File: config.mk
export PLATFORM = sky130hd
export DESIGN_NAME = parallel_serial_tx
export DESIGN_NICKNAME = d
export VERILOG_FILES = /design/src/rtl/parallel_serial_tx.sv
export SDC_FILE = /design/constraint.sdc
export NUM_CORES = 1
export LEC_CHECK = 0
export ABC_AREA = 1
export CAP_MARGIN = 10
export CORE_AREA = 2 2 39 41
export CTS_BUF_LIST = sky130_fd_sc_hd__clkbuf_4 sky130_fd_sc_hd__clkbuf_8
export DETAILED_ROUTE_END_ITERATION = 10
export DIE_AREA = 0 0 41 43
export PLACE_DENSITY = 0.57
export SYNTH_ARGS = -nofsm -noshare
export SYNTH_HDL_FRONTEND = slang
export SYNTH_SLANG_ARGS = --single-unit
File: constraint.sdc
create_clock -name clk -period 1.4 [get_ports clk]
set_clock_uncertainty 0.05 [all_clocks]
set_input_delay 0.35 -clock clk [delete_from_list [all_inputs] [get_ports clk]]
set_output_delay 0.35 -clock clk [all_outputs]
set_load 0.02 [all_outputs]
File: src/rtl/parallel_serial_tx.sv
// parallel_serial_tx
//   Parallel-in, serial-out transmitter. A WIDTH-bit word is accepted through
//   a valid/ready handshake and shifted out LSB first on sout, one bit per
//   clock. sout_valid frames every transmitted bit. done pulses during the
//   last bit of a frame. Back-to-back words stream with no idle gap.
//
//   Optional feature, enabled by defining PARALLEL_SERIAL_TX_PARITY_EN:
//   an even-parity bit is appended after the data bits. The frame then
//   lasts WIDTH+1 cycles, and done/load_ready move to the parity cycle.
//
//   Handshake: a word is taken on a rising clk edge where load_valid and
//   load_ready are both high. While load_valid is high and load_ready is low,
//   the source must hold din and load_valid steady. load_ready never depends
//   on load_valid.

module parallel_serial_tx #(
    parameter int WIDTH = 4
) (
    input  logic             clk,
    input  logic             rst,
    input  logic [WIDTH-1:0] din,
    input  logic             load_valid,
    output logic             load_ready,
    output logic             sout,
    output logic             sout_valid,
    output logic             done
);

    localparam int CW = $clog2(WIDTH + 1);

`ifdef PARALLEL_SERIAL_TX_PARITY_EN
    localparam int FLEN = WIDTH + 1;
`else
    localparam int FLEN = WIDTH;
`endif

    typedef enum logic {
        IDLE  = 1'b0,
        SHIFT = 1'b1
    } state_t;

    state_t           state_q;
    state_t           state_d;
    logic [WIDTH-1:0] shreg;
    logic [CW-1:0]    cnt;
    logic             last;
    logic             accept;

`ifdef PARALLEL_SERIAL_TX_PARITY_EN
    logic             par;
`endif

    // Last cycle of the current frame; the only SHIFT cycle a new word may load.
    assign last   = (state_q == SHIFT) && (cnt == CW'(FLEN - 1));
    assign accept = load_valid && load_ready;

    // State register.
    always_ff @(posedge clk) begin
        if (rst) begin
            state_q <= IDLE;
        end else begin
            state_q <= state_d;
        end
    end

    // Next state and frame outputs.
    always_comb begin
        state_d    = state_q;
        load_ready = 1'b0;
        sout       = 1'b0;
        sout_valid = 1'b0;
        done       = 1'b0;
        case (state_q)
            IDLE: begin
                load_ready = 1'b1;
                if (load_valid) begin
                    state_d = SHIFT;
                end
            end
            SHIFT: begin
                sout_valid = 1'b1;
                sout       = shreg[0];
`ifdef PARALLEL_SERIAL_TX_PARITY_EN
                // The extra cycle after the data bits carries the parity bit.
                if (cnt == CW'(WIDTH)) begin
                    sout = par;
                end
`endif
                done       = last;
                load_ready = last;
                if (last && !load_valid) begin
                    state_d = IDLE;
                end
            end
            default: begin
                state_d = IDLE;
            end
        endcase
    end

    // Shift register, bit counter and parity; a new word overrides the shift.
    always_ff @(posedge clk) begin
        if (rst) begin
            shreg <= '0;
            cnt   <= '0;
`ifdef PARALLEL_SERIAL_TX_PARITY_EN
            par   <= 1'b0;
`endif
        end else if (accept) begin
            shreg <= din;
            cnt   <= '0;
`ifdef PARALLEL_SERIAL_TX_PARITY_EN
            par   <= ^din;
`endif
        end else if (state_q == SHIFT) begin
            shreg <= {1'b0, shreg[WIDTH-1:1]};
            // Clear at frame end instead of counting past the frame length.
            if (last) begin
                cnt <= '0;
            end else begin
                cnt <= cnt + 1'b1;
            end
        end
    end

endmodule

Word-level counts from Yosys, hierarchy flattened:

Cells that the tools add are included.

* flip-flop bits (word level): 8
* input port bits: 7
* output and inout bits: 4
* logic and storage cells: 22

* $add $sub $neg: 1
* equality and inequality tests: 1
* muxes and demuxes: 10
* bitwise logic cells: 1
* reductions and logical operators: 6

Operators with widths (count)
* 2-to-1 mux 4 bit: 2
* 2-to-1 mux 1 bit: 5
* case mux 1 bit (2 select lines): 2
* adder 3 x 1 -> 3 bit, second input constant: 1
* == test 3 x 2 -> 1 bit, second input constant: 1
* logical AND 1 bit: 3
* 2-to-1 mux 3 bit: 1
* nonzero test 2 bit: 1
* OR reduction 2 bit: 1
* zero test 1 bit: 1
* NOT 1 bit: 1

Depth between registers and ports, before layout:

* depth in word-level cells: 5
* depth in mapped cells: 7
* mapped depth without buffers: 7

Least setup slack after synthesis:

Ideal clock, no wire load.

* kind: reg-to-output
* start: reg state_q
* end: out done
* arrival: 903 ps
* data required time: 1000 ps
* path slack: 97 ps
* stages on the path, launching flop included: 3
* cells stage by stage: dfxtp_1 > nand2_1 > nor2_1

* cells in the longest elaborated chain, start to end: 2

RTL lines
* from (decl): line 42 `state_t state_q;`
* from (signal assigned): line 62 `state_q <= state_d;`
* logical AND 1 bit: line 54 `assign last = (state_q == SHIFT) && (cnt == CW'(FLEN - 1));`
* 2-to-1 mux 1 bit *: line 73 `case (state_q)`
* to (decl): line 26 `output logic done`

Every way passes the cells marked *; elsewhere a longest branch is shown, timed or not.

Worst setup path after layout:

* start: reg cnt[1]
* end: out done

* cells in the longest elaborated chain, start to end: 3

RTL lines
* from (decl): line 45 `logic [CW-1:0] cnt;`
* from (signal assigned): line 121 `cnt <= cnt + 1'b1;`
* == test 3 x 2 -> 1 bit: line 54
* logical AND 1 bit: line 54
* 2-to-1 mux 1 bit: line 73

No other way between the ends.

==> summary.txt <==
Synth
  – Cell variety after synth: 10
  – Top cells by area, synth: dfxtp_1, nand2_1, a21oi_1, nand3_1, inv_1
  – Syn Inst Count: 54
  – Yosys top cell by area: dfxtp_1
  – Flops & latches, synth: 8
  – Syn Area/Cell: 6.84 µm²
  – Ys Warns: 0
  – Post-Syn Area: 369 µm²
  – Sequential area share after synthesis: 43.4%
  – Top cell type's share of synthesized area: 43.4%
  – Syn_nets: 62

Outcome
  – Status: complete, but fails checks
  – Failing checks: negative setup slack

Detailed routing
  – Detailed-router iteration count before antenna repair: 2
  – Wire length per cell: 9.19 µm
  – Post-route ant nets: 0
  – DR vias/cell: 4.53
  – DRT iter0 DRCs: 1
  – Aggregate routed wire length: 855 µm
  – DRC errors left: 0
  – DR vias: 421

STA
  – Worst Tran Pin Value: 0.174 ns
  – Fin crit period: 1.42 ns
  – Fin crit share: 101%
  – Hold Fails Final Rpt: 0
  – Hold slack: 0.418 ns
  – Final setup margin: -0.0207 ns
  – Setup violations, final: 2
  – Fmax achieved: 704 MHz
  – Relative max-transition margin: 88.4%
  – Final slew viol count: 0
  – RSZ-0062 raised after global routing: yes

Critical path
  – Crit path max fanout: 2
  – Worst-path cell chain: ha_4 > nand2_2 > nor2_1 > buf_4
  – Crit path required time: 1.00 ns
  – Critical path type: reg -> out
  – Crit end category: output port
  – Cell with the largest stage delay on the worst path: dfxtp_2
  – CP Data Arrival Time: 1.02 ns
  – Worst setup SP type: flop
  – Worst path max stage delay: 0.34 ns

Placement
  – Dpl cells: 88
  – Port bufs: 10
  – Placed Area: 549 µm²
  – HPWL after DPL: 683 µm
  – Gp weighted congestion: 0.830

Power
  – Worst IR drop on VDD: 0.439 mV
  – Power Dens Cells: 893 nW/µm²
  – P_leak: 0.000291 µW

Die
  – Starting Density: 26.7%
  – Die width: 41 µm
  – Die footprint: 1760 µm²
  – Die Y: 43 µm
  – FP Rows: 14
  – Core Region: 1380 µm²
  – Boundary pin count: 11

CTS
  – # clock sinks: 8
  – Clk_lat worst skew: 0.26 ns
  – Number of hold buffers added after CTS: 0
  – H-tree depth: 1
  – CTS root buffer: clkbuf_4
  – Clock transition at path regs: 0.05 ns
  – CTS max path bufs: 2
  – CTS tree: yes
  – CTS buffer count: 3

Finish
  – Multi-input logic area: 204 µm²
  – Final instance area: 597 µm²
  – Final Non-Filler Cells: 93
  – Synth-to-layout area growth: 61.7%
  – FF+latch area: 164 µm²
  – Ratio of cells with drive above 1 in the final layout: 33.8%
  – Nets@finish: 87
  – Most common cell after layout, fill and taps aside: nand2_1
  – Layout fillers: 158
  – Commonest non-fill, non-tap cells in the layout: nand2_1, buf_4, inv_1, clkdlybuf4s50_1
  – # diodes: 0

Job
  – Max_cap viols: 0

Global routing
  – Gr usage total: 12.2%
  – Largest net degree at the start of global routing: 9
  – Vias in the first global route: 389
  – Initial antenna violation count: 0
  – Grt ovf: 0
  – First-pass GRT wire length: 1440 µm

Hold path
  – Worst Hold Class: reg -> reg
[report_power, final]
part	leakage [µW]	switching [µW]	internal, µW
sequential	0.0000666	8.95	241
combinational	0.000210	48.3	56.4
clock	0.0000138	80.5	98.2
total	0.000291	138	395
[path summary, 6_finish.rpt]
| kind | slack, ns | from | end | depth (start not counted) |
|---|---|---|---|---|
| worst max-delay path | -0.02 | cnt[1]$_SDFFE_PP0P_ | done | 4 |
| worst min-delay path | 0.42 | cnt[2]$_SDFFE_PP0P_ | cnt[2]$_SDFFE_PP0P_ | 2 |
| worst max register to register | 0.07 | cnt[1]$_SDFFE_PP0P_ | cnt[0]$_SDFFE_PP0P_ | 7 |
| worst min register to register | 0.42 | cnt[2]$_SDFFE_PP0P_ | cnt[2]$_SDFFE_PP0P_ | 2 |
[metrics by stage]
stage | setup WS (ns) | setup TNS (ns) | power, µW | util [%]
global route | -0.0697 | -0.116 | 560 | 43.1
detailed placement | -0.268 | -0.883 | 353 | 39.7
floorplan | 0.0966 | 0 | 293 | -
finish | -0.0207 | -0.0314 | 533 | 43.1
global placement | -0.241 | -0.818 | 353 | 39.7
CTS | -0.0328 | -0.0464 | 536 | 43.1
[registers in the layout, indices dropped and copies added, names as in the netlist]
| signal | cells |
|---|---|
| cnt | 3 |
| shreg | 4 |
| state_q | 1 |
[Yosys cell counts (all sizes together)]
library cell / number
dfxtp: 8
nand2: 22
or2: 1
a21oi: 5
nand3: 5
ha: 1
nand4: 2
nor2: 4
inv: 6
[worst max-delay path: cells and delay by family (launching register included)]
family | cells | cell delay, ns
buffers and inverters | 1 | 0.14
flip-flops | 1 | 0.34
adder cells (fa/ha/maj) | 1 | 0.14
AND/OR/NAND/NOR | 2 | 0.13
[routing by layer]
layer / up-vias / track usage, % / wire length [µm]
met5: - / 0 / 0
met4: 0 / 8.00 / 23
met3: 3 / 3.14 / 41
met2: 12 / 18.4 / 399
met1: 187 / 14.2 / 391
li1: 219 / - / -
[area by class of cell]
type | count | area share (%)
Tap cell | 16 | 3.35
Inverter | 6 | 3.77
Timing Repair Buffer | 20 | 27.5
Multi-Input combinational cell | 40 | 34.2
Clock buffer | 3 | 3.77
Sequential cell | 8 | 27.5
[logic make-up after synthesis]
group                      Yosys count  share of synthesized area [%]
and+or+nand+nor                     34                           40.3
DFF                                  8                           43.4
buffers and inverters                6                           6.10
AOI/OAI and AO/OA                    5                           6.78
adders and majority gates            1                           3.39
[timing repair]
item                                    in CTS  in global routing
resized for setup                           22                  4
pin swaps                                    2                  0
endpoints found under the setup margin       4                  5
setup buffers                                1                  1
Power figures use the tool's default switching activity.
